==> src/rtl/wb_pkg.sv <==
// Shared types and constants for the writeback commit unit.
// Optional feature macro: WB_FWD_EN (bypass from the commit output register).
package wb_pkg;

  localparam int XLEN   = 32;
  localparam int NREG   = 32;
  localparam int REG_AW = $clog2(NREG);

  typedef logic [REG_AW-1:0] reg_idx_t;
  typedef logic [XLEN-1:0]   word_t;

  // One candidate register-file write coming from a result source.
  typedef struct packed {
    logic     valid;
    reg_idx_t rd;
    word_t    data;
  } wb_req_t;

  // x0 is hardwired to zero, so it is never tracked and never written.
  function automatic logic is_x0(reg_idx_t idx);
    return idx == '0;
  endfunction

endpackage

==> src/rtl/wb_commit_if.sv <==
// Bus bundle between decode/execute/load and the writeback commit unit.
// The master side is the surrounding pipeline, the slave side is wb_commit.
interface wb_commit_if;
  import wb_pkg::*;

  logic              issue_valid;
  logic              issue_ready;
  reg_idx_t          issue_rd;

  logic              alu_valid;
  logic              alu_ready;
  reg_idx_t          alu_rd;
  word_t             alu_data;

  logic              ld_valid;
  logic              ld_ready;
  reg_idx_t          ld_rd;
  word_t             ld_data;

  logic              en;
  reg_idx_t          rd;
  word_t             data;

  reg_idx_t          rs1;
  reg_idx_t          rs2;
  word_t             op_a_rf;
  word_t             op_b_rf;
  word_t             op_a;
  word_t             op_b;
  logic              hz_a;
  logic              hz_b;

  logic [NREG-1:0]   busy;

  modport master (
    output issue_valid, issue_rd,
    output alu_valid, alu_rd, alu_data,
    output ld_valid, ld_rd, ld_data,
    output rs1, rs2, op_a_rf, op_b_rf,
    input  issue_ready, alu_ready, ld_ready,
    input  en, rd, data,
    input  op_a, op_b, hz_a, hz_b, busy
  );

  modport slave (
    input  issue_valid, issue_rd,
    input  alu_valid, alu_rd, alu_data,
    input  ld_valid, ld_rd, ld_data,
    input  rs1, rs2, op_a_rf, op_b_rf,
    output issue_ready, alu_ready, ld_ready,
    output en, rd, data,
    output op_a, op_b, hz_a, hz_b, busy
  );

endinterface

==> src/rtl/wb_scoreboard.sv <==
// Per-register pending-write scoreboard with set-over-clear priority,
// x0 masking and the two decode hazard lookups.
module wb_scoreboard
  import wb_pkg::*;
(
  input  logic            clk,
  input  logic            rst,
  input  logic            set_en,
  input  reg_idx_t        set_idx,
  input  logic            clr_en,
  input  reg_idx_t        clr_idx,
  input  reg_idx_t        rs1,
  input  reg_idx_t        rs2,
  output logic [NREG-1:0] busy,
  output logic            hz_a,
  output logic            hz_b
);

  logic [NREG-1:0] set_mask;
  logic [NREG-1:0] clr_mask;

  // Decode set/clear requests into one-hot masks, never touching x0.
  always_comb begin
    set_mask = '0;
    clr_mask = '0;
    if (set_en && !is_x0(set_idx)) set_mask[set_idx] = 1'b1;
    if (clr_en && !is_x0(clr_idx)) clr_mask[clr_idx] = 1'b1;
  end

  // Busy vector update; OR-ing the set after the clear makes set win on a tie.
  always_ff @(posedge clk) begin
    if (!rst) begin
      busy <= '0;
    end else begin
      busy <= (busy & ~clr_mask) | set_mask;
    end
  end

  // A read of x0 never has to wait.
  always_comb begin
    hz_a = busy[rs1] & ~is_x0(rs1);
    hz_b = busy[rs2] & ~is_x0(rs2);
  end

endmodule

==> src/rtl/wb_commit.sv <==
// Writeback commit unit: arbitrates load/ALU results onto the register
// file write port, tracks pending writes and reports decode hazards.
// Optional feature macro: WB_FWD_EN (forward the output register to op_a/op_b).
module wb_commit
  import wb_pkg::*;
(
  input  logic        clk,
  input  logic        rst,
  wb_commit_if.slave  bus
);

  wb_req_t         win_req;
  logic            ld_fire;
  logic            alu_fire;
  logic            issue_ok;

  logic            en_q;
  reg_idx_t        rd_q;
  word_t           data_q;

  logic [NREG-1:0] busy_vec;
  logic            sb_hz_a;
  logic            sb_hz_b;

  // Fixed priority: a load always wins, the ALU only goes when no load waits.
  always_comb begin
    bus.ld_ready  = rst;
    bus.alu_ready = rst & ~bus.ld_valid;
    ld_fire       = bus.ld_valid & rst;
    alu_fire      = bus.alu_valid & rst & ~bus.ld_valid;
  end

  // Pick the single accepted result for this cycle, if any.
  always_comb begin
    win_req = '0;
    if (ld_fire) begin
      win_req.valid = 1'b1;
      win_req.rd    = bus.ld_rd;
      win_req.data  = bus.ld_data;
    end else if (alu_fire) begin
      win_req.valid = 1'b1;
      win_req.rd    = bus.alu_rd;
      win_req.data  = bus.alu_data;
    end
  end

  // Output register; results aimed at x0 are swallowed and rd/data hold when idle.
  always_ff @(posedge clk) begin
    if (!rst) begin
      en_q   <= 1'b0;
      rd_q   <= '0;
      data_q <= '0;
    end else if (win_req.valid && !is_x0(win_req.rd)) begin
      en_q   <= 1'b1;
      rd_q   <= win_req.rd;
      data_q <= win_req.data;
    end else begin
      en_q   <= 1'b0;
    end
  end

  // One pending write per register: re-issue waits until the old write is on the port.
  always_comb begin
    issue_ok        = ~busy_vec[bus.issue_rd] | (en_q & (rd_q == bus.issue_rd));
    bus.issue_ready = rst & issue_ok;
  end

  wb_scoreboard u_scoreboard (
    .clk     (clk),
    .rst     (rst),
    .set_en  (bus.issue_valid & rst & issue_ok),
    .set_idx (bus.issue_rd),
    .clr_en  (en_q),
    .clr_idx (rd_q),
    .rs1     (bus.rs1),
    .rs2     (bus.rs2),
    .busy    (busy_vec),
    .hz_a    (sb_hz_a),
    .hz_b    (sb_hz_b)
  );

  // Registered outputs straight from the commit register and scoreboard.
  always_comb begin
    bus.en   = en_q;
    bus.rd   = rd_q;
    bus.data = data_q;
    bus.busy = busy_vec;
  end

`ifdef WB_FWD_EN
  logic fwd_a;
  logic fwd_b;

  // Bypass the value sitting in the output register so decode need not wait for the RF.
  always_comb begin
    fwd_a    = en_q & (rd_q == bus.rs1) & ~is_x0(bus.rs1);
    fwd_b    = en_q & (rd_q == bus.rs2) & ~is_x0(bus.rs2);
    bus.op_a = fwd_a ? data_q : bus.op_a_rf;
    bus.op_b = fwd_b ? data_q : bus.op_b_rf;
    bus.hz_a = sb_hz_a & ~fwd_a;
    bus.hz_b = sb_hz_b & ~fwd_b;
  end
`else
  // Without bypass, operands come from the RF and hazards last through the commit cycle.
  always_comb begin
    bus.op_a = bus.op_a_rf;
    bus.op_b = bus.op_b_rf;
    bus.hz_a = sb_hz_a;
    bus.hz_b = sb_hz_b;
  end
`endif

  // Only one result source may hand off per cycle.
  a_one_handshake: assert property (@(posedge clk) disable iff (!rst) !(ld_fire && alu_fire));

  // x0 must never appear pending.
  a_x0_idle: assert property (@(posedge clk) disable iff (!rst) !busy_vec[0]);

endmodule

==> src/flat_wrapper.sv <==
// flat-port wrapper written by rule: the top's interface ports become plain ports
module wb_commit_flat import wb_pkg::*;
  (clk, rst, bus_issue_valid, bus_issue_rd, bus_alu_valid, bus_alu_rd, bus_alu_data, bus_ld_valid, bus_ld_rd, bus_ld_data, bus_rs1, bus_rs2, bus_op_a_rf, bus_op_b_rf, bus_issue_ready, bus_alu_ready, bus_ld_ready, bus_en, bus_rd, bus_data, bus_op_a, bus_op_b, bus_hz_a, bus_hz_b, bus_busy);
  wb_commit_if bus_i ();
  input  logic clk;
  input  logic rst;
  input wire logic [$bits(bus_i.issue_valid)-1:0] bus_issue_valid;
  input wire logic [$bits(bus_i.issue_rd)-1:0] bus_issue_rd;
  input wire logic [$bits(bus_i.alu_valid)-1:0] bus_alu_valid;
  input wire logic [$bits(bus_i.alu_rd)-1:0] bus_alu_rd;
  input wire logic [$bits(bus_i.alu_data)-1:0] bus_alu_data;
  input wire logic [$bits(bus_i.ld_valid)-1:0] bus_ld_valid;
  input wire logic [$bits(bus_i.ld_rd)-1:0] bus_ld_rd;
  input wire logic [$bits(bus_i.ld_data)-1:0] bus_ld_data;
  input wire logic [$bits(bus_i.rs1)-1:0] bus_rs1;
  input wire logic [$bits(bus_i.rs2)-1:0] bus_rs2;
  input wire logic [$bits(bus_i.op_a_rf)-1:0] bus_op_a_rf;
  input wire logic [$bits(bus_i.op_b_rf)-1:0] bus_op_b_rf;
  output wire logic [$bits(bus_i.issue_ready)-1:0] bus_issue_ready;
  output wire logic [$bits(bus_i.alu_ready)-1:0] bus_alu_ready;
  output wire logic [$bits(bus_i.ld_ready)-1:0] bus_ld_ready;
  output wire logic [$bits(bus_i.en)-1:0] bus_en;
  output wire logic [$bits(bus_i.rd)-1:0] bus_rd;
  output wire logic [$bits(bus_i.data)-1:0] bus_data;
  output wire logic [$bits(bus_i.op_a)-1:0] bus_op_a;
  output wire logic [$bits(bus_i.op_b)-1:0] bus_op_b;
  output wire logic [$bits(bus_i.hz_a)-1:0] bus_hz_a;
  output wire logic [$bits(bus_i.hz_b)-1:0] bus_hz_b;
  output wire logic [$bits(bus_i.busy)-1:0] bus_busy;
  assign bus_i.issue_valid = bus_issue_valid;
  assign bus_i.issue_rd = bus_issue_rd;
  assign bus_i.alu_valid = bus_alu_valid;
  assign bus_i.alu_rd = bus_alu_rd;
  assign bus_i.alu_data = bus_alu_data;
  assign bus_i.ld_valid = bus_ld_valid;
  assign bus_i.ld_rd = bus_ld_rd;
  assign bus_i.ld_data = bus_ld_data;
  assign bus_i.rs1 = bus_rs1;
  assign bus_i.rs2 = bus_rs2;
  assign bus_i.op_a_rf = bus_op_a_rf;
  assign bus_i.op_b_rf = bus_op_b_rf;
  assign bus_issue_ready = bus_i.issue_ready;
  assign bus_alu_ready = bus_i.alu_ready;
  assign bus_ld_ready = bus_i.ld_ready;
  assign bus_en = bus_i.en;
  assign bus_rd = bus_i.rd;
  assign bus_data = bus_i.data;
  assign bus_op_a = bus_i.op_a;
  assign bus_op_b = bus_i.op_b;
  assign bus_hz_a = bus_i.hz_a;
  assign bus_hz_b = bus_i.hz_b;
  assign bus_busy = bus_i.busy;
  wb_commit u_core (.clk(clk), .rst(rst), .bus(bus_i));
endmodule
==> config.mk <==
export PLATFORM = sky130hd
export DESIGN_NAME = wb_commit_flat
export DESIGN_NICKNAME = d
export VERILOG_FILES = /design/src/rtl/wb_pkg.sv /design/src/rtl/wb_commit_if.sv /design/src/rtl/wb_scoreboard.sv /design/src/rtl/wb_commit.sv /design/src/flat_wrapper.sv
export SDC_FILE = /design/constraint.sdc
export NUM_CORES = 1
export LEC_CHECK = 0
export CAP_MARGIN = 20
export CORE_MARGIN = 8
export CORE_UTILIZATION = 37
export DETAILED_ROUTE_END_ITERATION = 10
export PLACE_DENSITY = 0.83
export REMOVE_ABC_BUFFERS = 1
export SYNTH_ARGS = -nofsm -noshare
export SYNTH_HDL_FRONTEND = slang
export SYNTH_HIERARCHICAL = 1
export SYNTH_SLANG_ARGS = --single-unit
==> constraint.sdc <==
create_clock -name clk -period 3.3 [get_ports clk]
set_clock_uncertainty 0.05 [all_clocks]
set_input_delay 0.66 -clock clk [delete_from_list [all_inputs] [get_ports clk]]
set_output_delay 0.66 -clock clk [all_outputs]
set_load 0.02 [all_outputs]
==> flow_results.org <==
** Setup path
- At the worst endpoint, the required time is 2590 ps.
- Destination of the worst register-to-register timing path :: u_core/u_scoreboard/busy[1]$_SDFF_PN0_
- Register-to-register setup slack :: around 630 ps
- In this run the worst setup path begins at bus_rs2[1].
- Maximum net fanout on the critical path :: 2
- Following the worst setup path forward leads to its endpoint at bus_hz_b.
- Startpoint of the most critical register-to-register path :: u_core/u_scoreboard/busy[9]$_SDFF_PN0_
- Cell count of the worst reg-to-reg path :: 8
- Data arrival time of the critical path :: between 2000 and 3000 ps
- Nature of the critical path endpoint :: output pin
- Critical path startpoint category :: input pin
- The critical path in this run is classified as input pin to output pin.

** Synthesis
- For this run, the leading register cell type out of synthesis is sky130_fd_sc_hd__dfxtp_1.
- Dividing the synthesized area by the synthesized cell count gives 8.71 µm².
- In the post-synthesis netlist, the biggest area contributors are sky130_fd_sc_hd__dfxtp_1 (30%), sky130_fd_sc_hd__buf_4 (10%), sky130_fd_sc_hd__a211oi_1 (5.3%).
- Number of register bits inferred by synthesis :: 70
- Synthesis warning total :: 6
- Count of mapped cells out of synthesis :: between 500 and 600
- Counting flops with a built-in enable in the synthesized netlist gives 0.
- Share of flip-flops with an asynchronous set or reset after synthesis :: 0
- sky130_fd_sc_hd__dfxtp_1 takes more of the synthesized area than any other cell.
- Yosys top cell area share :: 0.299
- For this run, the register share of the synthesized area comes to 0.299.
- Among all cell types in the netlist, the one instantiated most often is sky130_fd_sc_hd__dfxtp_1.
- In the synthesized netlist, the cells that appear most often are sky130_fd_sc_hd__dfxtp_1 (70), sky130_fd_sc_hd__buf_4 (65), sky130_fd_sc_hd__nand2_1 (39).
- Synth unique cells :: roughly 50
- Post-synthesis cell area :: between 4000 and 5000 µm²

** Cells and area
- Number of inserted filler cells in the final layout :: around 1100
- After the last flow step, the layout net total stands at 803.
- Count of antenna diodes in the layout :: 0
- Post-synthesis to final-layout area growth :: 37.8%
- Of the cells placed in the final design, the portion with a size suffix greater than 1 is 0.108.
- Fraction of the core area covered by cells at the end of the flow :: 0.516

** Timing
- The routed design could run at a clock period as short as 3210 ps.
- Final hold analysis gives a worst-case slack of approximately 480 ps.
- The max-slew violation count is 0.
- Post-route clock period utilization :: 0.972
- Setup violations remaining at the end of the flow were counted as 0.
- Worst slew margin relative to its limit :: 0.455
- Final hold viol count :: 0
- Highest attainable clock frequency :: between 300 and 400 MHz
- Setup repair after global routing left no endpoint under its margin.
- Worst slew pin tran :: 816 ps

** Floorplan
- Effective utilization at floorplan :: 0.375
- Measured along the y axis, the die boundary spans about 130 µm.
- The die is 129 µm wide.
- The core region is approximately 13000 µm².
- Std cell rows :: 41
- The die covers 16500 µm².
- For this design the top-level I/O count stands at a little under 300.

** Place
- HPWL Detailed :: between 10 and 15 mm
- Routability congestion estimate from global placement :: ~0.90
- Buffers placed on the I/O ports in this run total approximately 170.

** Global routing
- Wire length of the first global-routing pass :: 28.0 mm
- Tot GR Track Use :: 0.217
- Antenna violations before repair :: 0
- The number of global-route vias before repair is 4897.
- Largest net degree at the start of global routing :: 40
- After global routing the overflow that remains totals 0.

** Drt
- The detailed router finished its first iteration with roughly 320 violations.
- Number of detailed-route iterations in the first pass :: 5
- Using the TritonRoute via totals, the vias-per-cell ratio works out to around 6.
- In the final routed layout, each cell accounts on average for 22.8 µm.
- DRC errors left :: 0
- Remaining number of nets flagged by the antenna check after routing :: 0
- Wires add up to roughly 19 mm.
- Vias after detailed routing :: ~5000

** CTS
- Longest Clk Path Bufs :: 2
- TritonCTS built the clock tree.
- Buffers inserted during clock tree synthesis total 9.
- Clk Latency, worst-skew pair :: 330 ps
- Clock transition at the register clock pins on the worst setup and hold paths after CTS :: approximately 60 ps
- CTS sink count :: 70
- Post-CTS Setup Bufs :: 0
- Buffer cell driving the clock tree root :: sky130_fd_sc_hd__clkbuf_16
- H-tree Lvls :: 3

** Pwr
- The share of total power dissipated in combinational logic is 0.258.
- Proportion of power drawn by flip-flops and latches :: 0.381
- Of the total power, the share spent switching nets is 0.289.
- Maximum vdd ir drop :: about 0.26 mV
- For this design the total switching power over the nets is slightly above 700 µW.
- Proportion of power drawn by the clock network :: 0.362
- Total power consumption of the routed design :: 2440 µW
- For this design the ratio of total power to cell area is about 380 nW/µm².
- P_int :: approximately 1700 µW
- Static Leakage :: ~0.0023 µW

** Job
- The tool flagged a number of max-cap violations equal to 0.

** Worst hold path
- In this run the worst hold path is classified as flop to flop.
- Counting instances, the worst hold path has a depth of 1.

** Status
- Status :: finished clean
-- cell families after synthesis --
kind of cell	share of synthesized area
XOR/XNOR	0.00933
multiplexers	0.117
AO/OA/AOI/OAI	0.234
flip-flops	0.299
AND/OR/NAND/NOR	0.189
buffers and inverters	0.152
-- metrics by stage --
stage | area (µm²) | TNS (ps) | instances | worst slack, ps
CTS | 6430 | 0 | 821 | 21.8
finish | 6460 | 0 | 822 | 94.0
detailed placement | 6150 | -4660 | 805 | -730
floorplan | 3990 | 0 | 430 | 437
global route | 6460 | 0 | 822 | 23.9
global placement | 6150 | -3080 | 805 | -717
-- worst max-delay path, cell delays in order --
cell and delay (ps):
sky130_fd_sc_hd__clkdlybuf4s50_1 520, sky130_fd_sc_hd__mux4_1 550, sky130_fd_sc_hd__nand2b_1 170, sky130_fd_sc_hd__nand3_1 80, sky130_fd_sc_hd__o21ai_1 60, sky130_fd_sc_hd__or3_1 300, sky130_fd_sc_hd__buf_2 170
-- sequential cells by signal, indices dropped and copies added, names as in the netlist --
signal                    cells
u_core/u_scoreboard/busy     32
u_core/bus.rd                 5
u_core/bus.en                 1
u_core/bus.data              32
-- worst min-delay path by stage --
stage | startpoint | end
final | u_core/u_scoreboard/busy[0]$_SDFF_PN0_ | u_core/u_scoreboard/busy[0]$_SDFF_PN0_
after detailed placement | u_core/u_scoreboard/busy[0]$_SDFF_PN0_ | u_core/u_scoreboard/busy[0]$_SDFF_PN0_
after global routing | u_core/u_scoreboard/busy[0]$_SDFF_PN0_ | u_core/u_scoreboard/busy[0]$_SDFF_PN0_
after global placement | u_core/u_scoreboard/busy[0]$_SDFF_PN0_ | u_core/u_scoreboard/busy[0]$_SDFF_PN0_
after CTS | u_core/u_scoreboard/busy[0]$_SDFF_PN0_ | u_core/u_scoreboard/busy[0]$_SDFF_PN0_
after floorplan | u_core/u_scoreboard/busy[0]$_SDFF_PN0_ | u_core/u_scoreboard/busy[0]$_SDFF_PN0_
-- cell type report --
class                   count  area (µm²)  share of cell area
flip-flops and latches     70        1400               0.217
repair buffers            204        1970               0.305
multi-input cells         356        2580               0.400
inverters                   4        15.0             0.00232
clock buffers              10         239              0.0370
well taps                 172         215              0.0333
clock inverters             6        37.5             0.00581
-- routing by layer --
layer	vias up	part of all wire	global-route usage
met5	-	0	0.0216
met4	0	0.020	0.0698
met3	26	0.16	0.126
met2	378	0.41	0.306
met1	2330	0.42	0.270
li1	2176	-	-
-- layout by cell type (no fill, tap or decap), types with 9 or more instances in the layout --
cell | Yosys | layout
sky130_fd_sc_hd__a211oi_1 | 33 | 33
sky130_fd_sc_hd__a21boi_0 | 31 | 31
sky130_fd_sc_hd__a22oi_1 | 32 | 32
sky130_fd_sc_hd__buf_4 | 65 | 33
sky130_fd_sc_hd__clkbuf_16 | 0 | 9
sky130_fd_sc_hd__clkdlybuf4s50_1 | 0 | 163
sky130_fd_sc_hd__dfxtp_1 | 70 | 70
sky130_fd_sc_hd__mux2i_1 | 24 | 24
sky130_fd_sc_hd__nand2_1 | 39 | 39
sky130_fd_sc_hd__nand3_1 | 14 | 14
sky130_fd_sc_hd__nand3b_1 | 20 | 20
sky130_fd_sc_hd__nor2_1 | 12 | 12
sky130_fd_sc_hd__nor4_1 | 33 | 33
sky130_fd_sc_hd__o21ai_0 | 33 | 33
-- power by group through the flow --
stage | combinational (µW) | sequential (µW) | clock (µW)
after floorplan | 205 | 1000 | 0
after global placement | 612 | 943 | 0
after detailed placement | 621 | 946 | 0
after CTS | 622 | 929 | 897
after global routing | 671 | 935 | 935
final | 629 | 930 | 884
-- what timing repair did --
action | CTS | global route
hold buffers | 0 | 0
pin swaps | 1 | 1
setup endpoints to repair | 3 | 2
gates resized for setup | 16 | 5
Note: power is estimated with default switching activity, not from simulation.
